--- src/rtl/beam_seq_pkg.sv ---
// Shared state codes, ctrl bit indices and entry field helpers for the beam sequencer.
package beam_seq_pkg;

  typedef logic [1:0] state_t;

  localparam state_t ST_IDLE = 2'd0;
  localparam state_t ST_RUN  = 2'd1;
  localparam state_t ST_HOLD = 2'd2;
  localparam state_t ST_DONE = 2'd3;

  localparam int unsigned RETRANS_B = 0;
  localparam int unsigned BURST_B   = 1;
  localparam int unsigned ADC_B     = 2;
  localparam int unsigned SMPL_B    = 3;
  localparam int unsigned HALT_B    = 4;

  function automatic int unsigned ch_width(input int unsigned nch);
    return (nch > 1) ? 32'($clog2(nch)) : 32'd1;
  endfunction

  // Entry layout is {ch, ctrl, cnt} with cnt in the LSBs.
  function automatic int unsigned ctrl_lsb(input int unsigned cnt_w);
    return cnt_w;
  endfunction

  function automatic int unsigned ch_lsb(input int unsigned cnt_w, input int unsigned ctrl_w);
    return cnt_w + ctrl_w;
  endfunction

  function automatic int unsigned entry_width(input int unsigned cnt_w, input int unsigned ctrl_w,
                                              input int unsigned ch_w);
    return cnt_w + ctrl_w + ch_w;
  endfunction

endpackage

--- src/rtl/beam_seq_table.sv ---
// Sequence table: register array filled in order, with a fill count and an asynchronous read port.
module beam_seq_table #(
  parameter int unsigned ENT_W = 26,
  parameter int unsigned DEPTH = 16,
  localparam int unsigned IDX_W    = $clog2(DEPTH),
  localparam int unsigned CNT_BITS = IDX_W + 1
) (
  input  logic                clk,
  input  logic                rst_n,
  input  logic                wr,
  input  logic                clr,
  input  logic [ENT_W-1:0]    wdata,
  input  logic [IDX_W-1:0]    raddr,
  output logic [ENT_W-1:0]    rdata,
  output logic [CNT_BITS-1:0] count,
  output logic                full
);

  logic [ENT_W-1:0] mem [DEPTH];
  logic             wr_ok;

  assign full  = (count == CNT_BITS'(DEPTH));
  assign wr_ok = wr & ~clr & ~full;
  assign rdata = mem[raddr];

  // Contents need no reset; only the fill count defines what is valid.
  always_ff @(posedge clk) begin
    if (wr_ok) begin
      mem[count[IDX_W-1:0]] <= wdata;
    end
  end

  always_ff @(posedge clk) begin
    if (!rst_n) begin
      count <= '0;
    end else if (clr) begin
      count <= '0;
    end else if (wr_ok) begin
      count <= count + 1'b1;
    end
  end

endmodule

--- src/rtl/beam_sequencer.sv ---
// Programmable beam sequence engine: plays {ch, ctrl, cnt} entries, each held for cnt+1 clocks.
// Optional frame loop limit (loop_max / loop_cnt) enabled by `define BEAM_SEQ_LOOP_LIMIT_EN.
module beam_sequencer
  import beam_seq_pkg::*;
#(
  parameter int unsigned CNT_W  = 16,
  parameter int unsigned CTRL_W = 8,
  parameter int unsigned DEPTH  = 16,
  parameter int unsigned NCH    = 4,
  localparam int unsigned CH_W  = ch_width(NCH),
  localparam int unsigned IDX_W = $clog2(DEPTH),
  localparam int unsigned ENT_W = entry_width(CNT_W, CTRL_W, CH_W)
) (
  input  logic              CLK_64MHz,
  input  logic              nRESET,
  input  logic              nENABLE,
  input  logic              tbl_wr,
  input  logic [ENT_W-1:0]  tbl_wdata,
  input  logic              tbl_clr,
  input  logic              hold_req,
`ifdef BEAM_SEQ_LOOP_LIMIT_EN
  input  logic [15:0]       loop_max,
  output logic [15:0]       loop_cnt,
`endif
  output logic              burst_en,
  output logic              adc_en,
  output logic              smpl_en,
  output logic [CTRL_W-1:0] ctrl_out,
  output logic [CH_W-1:0]   ch_sel,
  output logic [IDX_W-1:0]  entry_idx,
  output logic [IDX_W:0]    tbl_count,
  output logic              busy,
  output logic              frame_done,
  output logic              err_full,
  output logic              err_busy,
  output logic              err_empty
);

  localparam int unsigned CTRL_LSB = ctrl_lsb(CNT_W);
  localparam int unsigned CH_LSB   = ch_lsb(CNT_W, CTRL_W);
  localparam int unsigned CNT_BITS = IDX_W + 1;

  state_t            state, state_nxt;
  logic [IDX_W-1:0]  idx_nxt;
  logic [CNT_W-1:0]  ctr, ctr_nxt, cur_cnt;
  logic              frame_nxt, set_empty, run_nxt;
  logic              idle, active, clr_ok, wr_ok, last_entry, tbl_full;
  logic [ENT_W-1:0]  rd_data;
  logic [CNT_W-1:0]  rd_cnt;
  logic [CTRL_W-1:0] rd_ctrl;
  logic [CH_W-1:0]   rd_ch;
`ifdef BEAM_SEQ_LOOP_LIMIT_EN
  logic [15:0]       loop_nxt;
`endif

  assign idle       = (state == ST_IDLE);
  assign active     = (state == ST_RUN) || (state == ST_HOLD);
  assign clr_ok     = tbl_clr & idle;
  assign wr_ok      = tbl_wr & idle & ~tbl_clr;
  assign last_entry = ((CNT_BITS'(entry_idx) + 1'b1) == tbl_count);

  // The table is read at the next index so outputs can be registered with no entry bubble.
  beam_seq_table #(
    .ENT_W (ENT_W),
    .DEPTH (DEPTH)
  ) u_table (
    .clk   (CLK_64MHz),
    .rst_n (nRESET),
    .wr    (wr_ok),
    .clr   (clr_ok),
    .wdata (tbl_wdata),
    .raddr (idx_nxt),
    .rdata (rd_data),
    .count (tbl_count),
    .full  (tbl_full)
  );

  assign rd_cnt  = rd_data[CNT_W-1:0];
  assign rd_ctrl = rd_data[CTRL_LSB +: CTRL_W];
  assign rd_ch   = rd_data[CH_LSB +: CH_W];
  assign run_nxt = (state_nxt == ST_RUN) || (state_nxt == ST_HOLD);

  always_comb begin
    state_nxt = state;
    idx_nxt   = entry_idx;
    ctr_nxt   = ctr;
    frame_nxt = 1'b0;
    set_empty = 1'b0;
`ifdef BEAM_SEQ_LOOP_LIMIT_EN
    loop_nxt  = loop_cnt;
`endif
    case (state)
      ST_IDLE: begin
        idx_nxt = '0;
        ctr_nxt = '0;
        if (!nENABLE && !tbl_clr) begin
          if (tbl_count != '0) begin
            state_nxt = ST_RUN;
          end else begin
            set_empty = 1'b1;
          end
        end
      end
      ST_RUN: begin
        if (nENABLE) begin
          state_nxt = ST_IDLE;
          idx_nxt   = '0;
          ctr_nxt   = '0;
        end else if (ctr == cur_cnt) begin
          ctr_nxt = '0;
          if (ctrl_out[RETRANS_B]) begin
            idx_nxt   = '0;
            frame_nxt = 1'b1;
`ifdef BEAM_SEQ_LOOP_LIMIT_EN
            loop_nxt  = loop_cnt + 1'b1;
            if ((loop_max != '0) && (loop_nxt == loop_max)) begin
              state_nxt = ST_DONE;
            end
`endif
          end else if (last_entry) begin
            state_nxt = ST_DONE;
            idx_nxt   = '0;
          end else begin
            idx_nxt = entry_idx + 1'b1;
          end
        end else begin
          // Termination wins over a hold so every entry still gets exactly cnt+1 run cycles.
          ctr_nxt = ctr + 1'b1;
          if (ctrl_out[HALT_B] && hold_req) begin
            state_nxt = ST_HOLD;
          end
        end
      end
      ST_HOLD: begin
        if (nENABLE) begin
          state_nxt = ST_IDLE;
          idx_nxt   = '0;
          ctr_nxt   = '0;
        end else if (!hold_req) begin
          state_nxt = ST_RUN;
        end
      end
      ST_DONE: begin
        idx_nxt = '0;
        ctr_nxt = '0;
        if (nENABLE) begin
          state_nxt = ST_IDLE;
        end
      end
      default: begin
        state_nxt = ST_IDLE;
        idx_nxt   = '0;
        ctr_nxt   = '0;
      end
    endcase
`ifdef BEAM_SEQ_LOOP_LIMIT_EN
    if (state_nxt == ST_IDLE) begin
      loop_nxt = '0;
    end
`endif
  end

  always_ff @(posedge CLK_64MHz) begin
    if (!nRESET) begin
      state      <= ST_IDLE;
      entry_idx  <= '0;
      ctr        <= '0;
      cur_cnt    <= '0;
      burst_en   <= 1'b0;
      adc_en     <= 1'b0;
      smpl_en    <= 1'b0;
      ctrl_out   <= '0;
      ch_sel     <= '0;
      busy       <= 1'b0;
      frame_done <= 1'b0;
`ifdef BEAM_SEQ_LOOP_LIMIT_EN
      loop_cnt   <= '0;
`endif
    end else begin
      state      <= state_nxt;
      entry_idx  <= idx_nxt;
      ctr        <= ctr_nxt;
      cur_cnt    <= run_nxt ? rd_cnt : '0;
      burst_en   <= run_nxt & rd_ctrl[BURST_B];
      adc_en     <= run_nxt & rd_ctrl[ADC_B];
      smpl_en    <= run_nxt & rd_ctrl[SMPL_B];
      ctrl_out   <= run_nxt ? rd_ctrl : '0;
      ch_sel     <= run_nxt ? rd_ch : '0;
      busy       <= run_nxt;
      frame_done <= frame_nxt;
`ifdef BEAM_SEQ_LOOP_LIMIT_EN
      loop_cnt   <= loop_nxt;
`endif
    end
  end

  // Sticky error flags, cleared only by an accepted table clear.
  always_ff @(posedge CLK_64MHz) begin
    if (!nRESET) begin
      err_full  <= 1'b0;
      err_busy  <= 1'b0;
      err_empty <= 1'b0;
    end else if (clr_ok) begin
      err_full  <= 1'b0;
      err_busy  <= 1'b0;
      err_empty <= 1'b0;
    end else begin
      err_full  <= err_full | (tbl_wr & tbl_full);
      err_busy  <= err_busy | (tbl_wr & active);
      err_empty <= err_empty | set_empty;
    end
  end

endmodule
--- config.mk ---
export PLATFORM = sky130hd
export DESIGN_NAME = beam_sequencer
export DESIGN_NICKNAME = d
export VERILOG_FILES = /design/src/rtl/beam_seq_pkg.sv /design/src/rtl/beam_seq_table.sv /design/src/rtl/beam_sequencer.sv
export SDC_FILE = /design/constraint.sdc
export NUM_CORES = 1
export LEC_CHECK = 0
export BUFFER_PORTS_ARGS = -buffer_cell sky130_fd_sc_hd__buf_2
export CAP_MARGIN = 10
export CORE_ASPECT_RATIO = 0.9
export CORE_MARGIN = 4
export CORE_UTILIZATION = 65
export CTS_CLUSTER_SIZE = 25
export DETAILED_ROUTE_END_ITERATION = 7
export PLACE_DENSITY_LB_ADDON = 0.25
export SYNTH_ARGS = -nofsm -noshare
export SYNTH_HDL_FRONTEND = slang
export SYNTH_SLANG_ARGS = --single-unit
--- constraint.sdc ---
create_clock -name CLK_64MHz -period 6 [get_ports CLK_64MHz]
set_input_delay 0 -clock CLK_64MHz [delete_from_list [all_inputs] [get_ports CLK_64MHz]]
set_output_delay 0 -clock CLK_64MHz [all_outputs]
set_load 0.02 [all_outputs]
==> out/summary.md <==
The combined global-route utilization of all metal layers is 28.0%. The worst pin sits at a relative slew slack of 15.6%. The proportion of synthesized flip-flops having asynchronous set or reset was 0%. By area the synthesized netlist is led by edfxtp_1, dfxtp_1, nand2_1. At the end of the flow, the number of nets in the layout was 1444. 59 I/O pins were placed.

The via count of the first global-routing pass was 11500; the per-cell via count in the routed design was 6.56. Post-route total power: 7.14 mW. The pre-antenna-repair detailed-routing pass consisted of 5 iterations. The area share of fa/ha/maj cells after synthesis works out to 0.663%. After global routing the overflow that remains totals 0.

VDD sags by at most 0.236 mV. After floorplanning, the core was divided into 58 placement rows. The clock root buffer was clkbuf_16. Multiplexer share of the synthesized area: 4.46%. TritonCTS built the clock tree. In this run the horizontal extent of the chip is 188 um. The number of diodes added for antenna fixing was 0. The clock slew seen by the registers of the worst setup and hold paths came out at 70 ps. The count of buffers inserted at the top-level ports is 58.

Counting instances, the worst hold path has a depth of 4. At the worst endpoint, the arrival time is 5130 ps. The dominant register cell in the synthesized netlist is edfxtp_1. Setup repair after global routing left no endpoint under its margin. The congestion estimate from routability-driven global placement came to 0.860. The share of post-route cells with drive strength above 1 is 12.7%. The category of cells accounting for the largest share of critical-path delay was compound AO/OA/AOI/OAI gates.

The run finished with clean final reports. The tools report the post-layout utilization of the core as 75.7%. The share of synthesized area occupied by flip-flops and latches was 72.7%; the clock insertion delay at the later pin of the skew report was 560 ps. Fill cell instance count of the final layout: 1701. The number of routed nets with antenna violations came out at 0.

The detailed-placement wirelength estimate is 22900 um. The sum of buffers and inverters on the critical path is 1, and the accumulated negative setup slack is 0 ps. At the pin with the least slew margin, the transition time is 1260 ps. For the number of antenna violations at the first check in global routing, the log shows 1.

Dominant cell by count in the synthesized netlist: edfxtp_1. For the data required time at the worst endpoint, the log shows 6470 ps. The first global-routing pass estimated 67600 um of wire.

The run gives 0 as the final setup violation count. The peak clock frequency supported by timing was 0.215 GHz; the distinct cell type count after synthesis was 60. The count of buffers added by post-CTS timing repair for setup was 0. Walking the worst path, the cells encountered are ha_1 -> xnor2_2 -> a221oi_1 -> o2111a_1 -> or3_4 -> mux2_8 -> buf_4 -> nand2_1 -> a32o_1 -> a2111oi_0 -> a22o_1. The final wirelength is 44900 um. Measured in cells, the most critical reg-to-reg path has a length of 11. Cell type with the highest aggregate area in the netlist: edfxtp_1. The area of the core was 0.0283 mm^2; the number of stages on the worst setup path was 11.

The final hold violation count was 0; the share of the synthesized area in compound gates (AO/OA/AOI/OAI) was 9.38%. The number of placed cells counting well taps is 1684. Sorting the synthesized cells by how often they occur yields edfxtp_1, nand2_1, mux2i_1. The clock buffer count from CTS was 45; the post-route DRC violation count was 0.

The max capacitance violation total came out at 0. For the largest net degree at the start of global routing, the log shows 134. The clock drives 477 sinks. Once placement finished, the instance area stood at 0.0196 mm^2.

Power spread over the standard cell area amounts to 333 mW/mm^2. The tools report the element type at the critical path end as a flop. Of all nets on the critical path, the largest fanout is 133.

In this run the cell area of the synthesized design comes to 0.0189 mm^2. The delay contributed by the slowest stage of the critical path works out to 830 ps. The die covers 0.0318 mm^2. Yosys printed 0 warnings. For the number of DRC markers after the initial detailed-route iteration, the log shows 1262. After synthesis, the largest area contributor takes up 66.2% of total cell area. The element type at the critical path start was a flop. The clock tree synthesis step divided the H-tree into 2 levels.

The vertical extent of the die was 170 um. The synthesized area per cell is 14.4 um^2. Among all stages on the critical path, the largest delay is contributed by mux2_8.

After Yosys synthesis, XOR and XNOR cells account for 1.20% of the synthesized area. After layout, the minimum clock period comes to 4660 ps. Summing the areas of all and, or, nand and nor instances in the mapped netlist gives 9.47% of the synthesized area. The number of enable-type register cells in the synthesized netlist is 416, and the gate count of the mapped netlist is 1314. In this run the static leakage power is 7.99 nW.

Detailed routing inserted a total of 11800 vias. The detail-routed net length per standard cell was 25.0 um. The run gives 3 as the number of buffers on the longest clock path.

The category of the most critical setup path is flop to flop. After synthesis, the largest family of logic cells by area is simple AND/OR/NAND/NOR gates. After synthesis the netlist holds a flip-flop and latch count of 477. Counting every net in the synthesized netlist gives 1356. The ratio of final minimum period to clock period is 77.6%, and the number of cells in the finished layout apart from fillers is 1798.

The logs give 0 for the final max-slew violation count and 66.7% for the starting utilization of the core area. After routing the design area is 0.0214 mm^2. Class of the tightest hold or removal check: input pin to flop. Area added between synthesis and finish: 13.5%.

The worst clock skew on the final layout is 26.8 ps.
## registers in the layout, indices dropped and copies added (netlist names)
| signal | flops |
|---|---|
| err_empty | 1 |
| smpl_en | 1 |
| cur_cnt | 16 |
| err_busy | 1 |
| ctrl_out | 8 |
| busy | 1 |
| u_table.mem | 416 |
| frame_done | 1 |
| u_table.count | 5 |
| err_full | 1 |
| adc_en | 1 |
| entry_idx | 4 |
| ctr | 16 |
| burst_en | 1 |
| state | 2 |
| ch_sel | 2 |
## repair_timing
| item | CTS | global route |
|---|---|---|
| resized for setup | 0 | 0 |
| hold buffers | 31 | 0 |
| endpoints found under the hold margin | 447 | 0 |
## power by group
part | internal [mW] | switching (mW) | leakage (nW) | total [mW]
clock network | 1.62 | 1.19 | 0.716 | 2.81
logic | 0.227 | 0.413 | 3.04 | 0.641
registers | 3.66 | 0.0313 | 4.24 | 3.69
total | 5.50 | 1.64 | 7.99 | 7.14
## through the flow
| step | hold WS, ps | setup slack, ps |
|---|---|---|
| finish | 123 | 1340 |
| global placement | 273 | 1780 |
| detailed placement | 286 | 1560 |
| CTS | 85.0 | 1470 |
| global route | 147 | 1070 |
| floorplan | 98.9 | 2160 |
## routing by layer
layer  GRT usage [%]  routed length (um)  vias up  share of wire (%)
met5               0                   9        -              0.020
met4            12.6                2060        2                4.6
met3            5.18                4540      155                 10
met2            43.8               20400      683                 45
met1            39.2               18000     5764                 40
li1                -                   -     5197                  -
## logic make-up after synthesis
family,after synthesis
xor+xnor,25
buf+inv,83
flops,477
simple gates,412
compound gates,223
fa+ha+maj,10
mux,84
## cell type report
type | instances | area [um^2] | area share [%]
clock buffers | 61 | 1230 | 5.73
well taps | 360 | 450 | 2.10
inverters | 8 | 30.0 | 0.140
clock inverters | 22 | 234 | 1.09
multi-input cells | 754 | 4930 | 23.0
repair buffers | 116 | 828 | 3.87
flip-flops and latches | 477 | 13700 | 64.0
## worst register-to-register path, delay by kind of cell (launching register included)
kind	cells	cell delay, ps
muxes	1	830
and+or+nand+nor	2	310
DFF	1	530
adders and majority gates	1	430
xor gates and xnor gates	1	160
AOI/OAI and AO/OA	5	1690
buffers and inverters	1	630
## cell usage in the layout (no fill, tap or decap), types with 6 or more instances in the layout
master / n
ha_1: 10
dfxtp_1: 61
clkinv_2: 8
nand2_1: 283
a31oi_1: 61
xor2_1: 19
nor2_1: 27
a32o_1: 50
o21ai_0: 21
a21oi_1: 7
and2_1: 8
dlygate4sd3_1: 31
buf_4: 25
and3_1: 7
clkbuf_16: 46
clkbuf_1: 13
nand3_1: 37
clkinv_1: 7
nor2_4: 12
inv_1: 8
edfxtp_1: 416
buf_2: 58
mux2i_1: 82
a22o_1: 29
a2111oi_0: 22
nand2b_1: 6
## path summary, 6_finish.rpt
path | to | slack (ps) | startpoint
hold / removal | state[0] | 120 | hold_req
setup reg to reg | cur_cnt[1] | 1340 | entry_idx[0]
hold reg to reg | err_full | 480 | err_full
setup / recovery | cur_cnt[1] | 1340 | entry_idx[0]
Power figures use the tool's default switching activity.
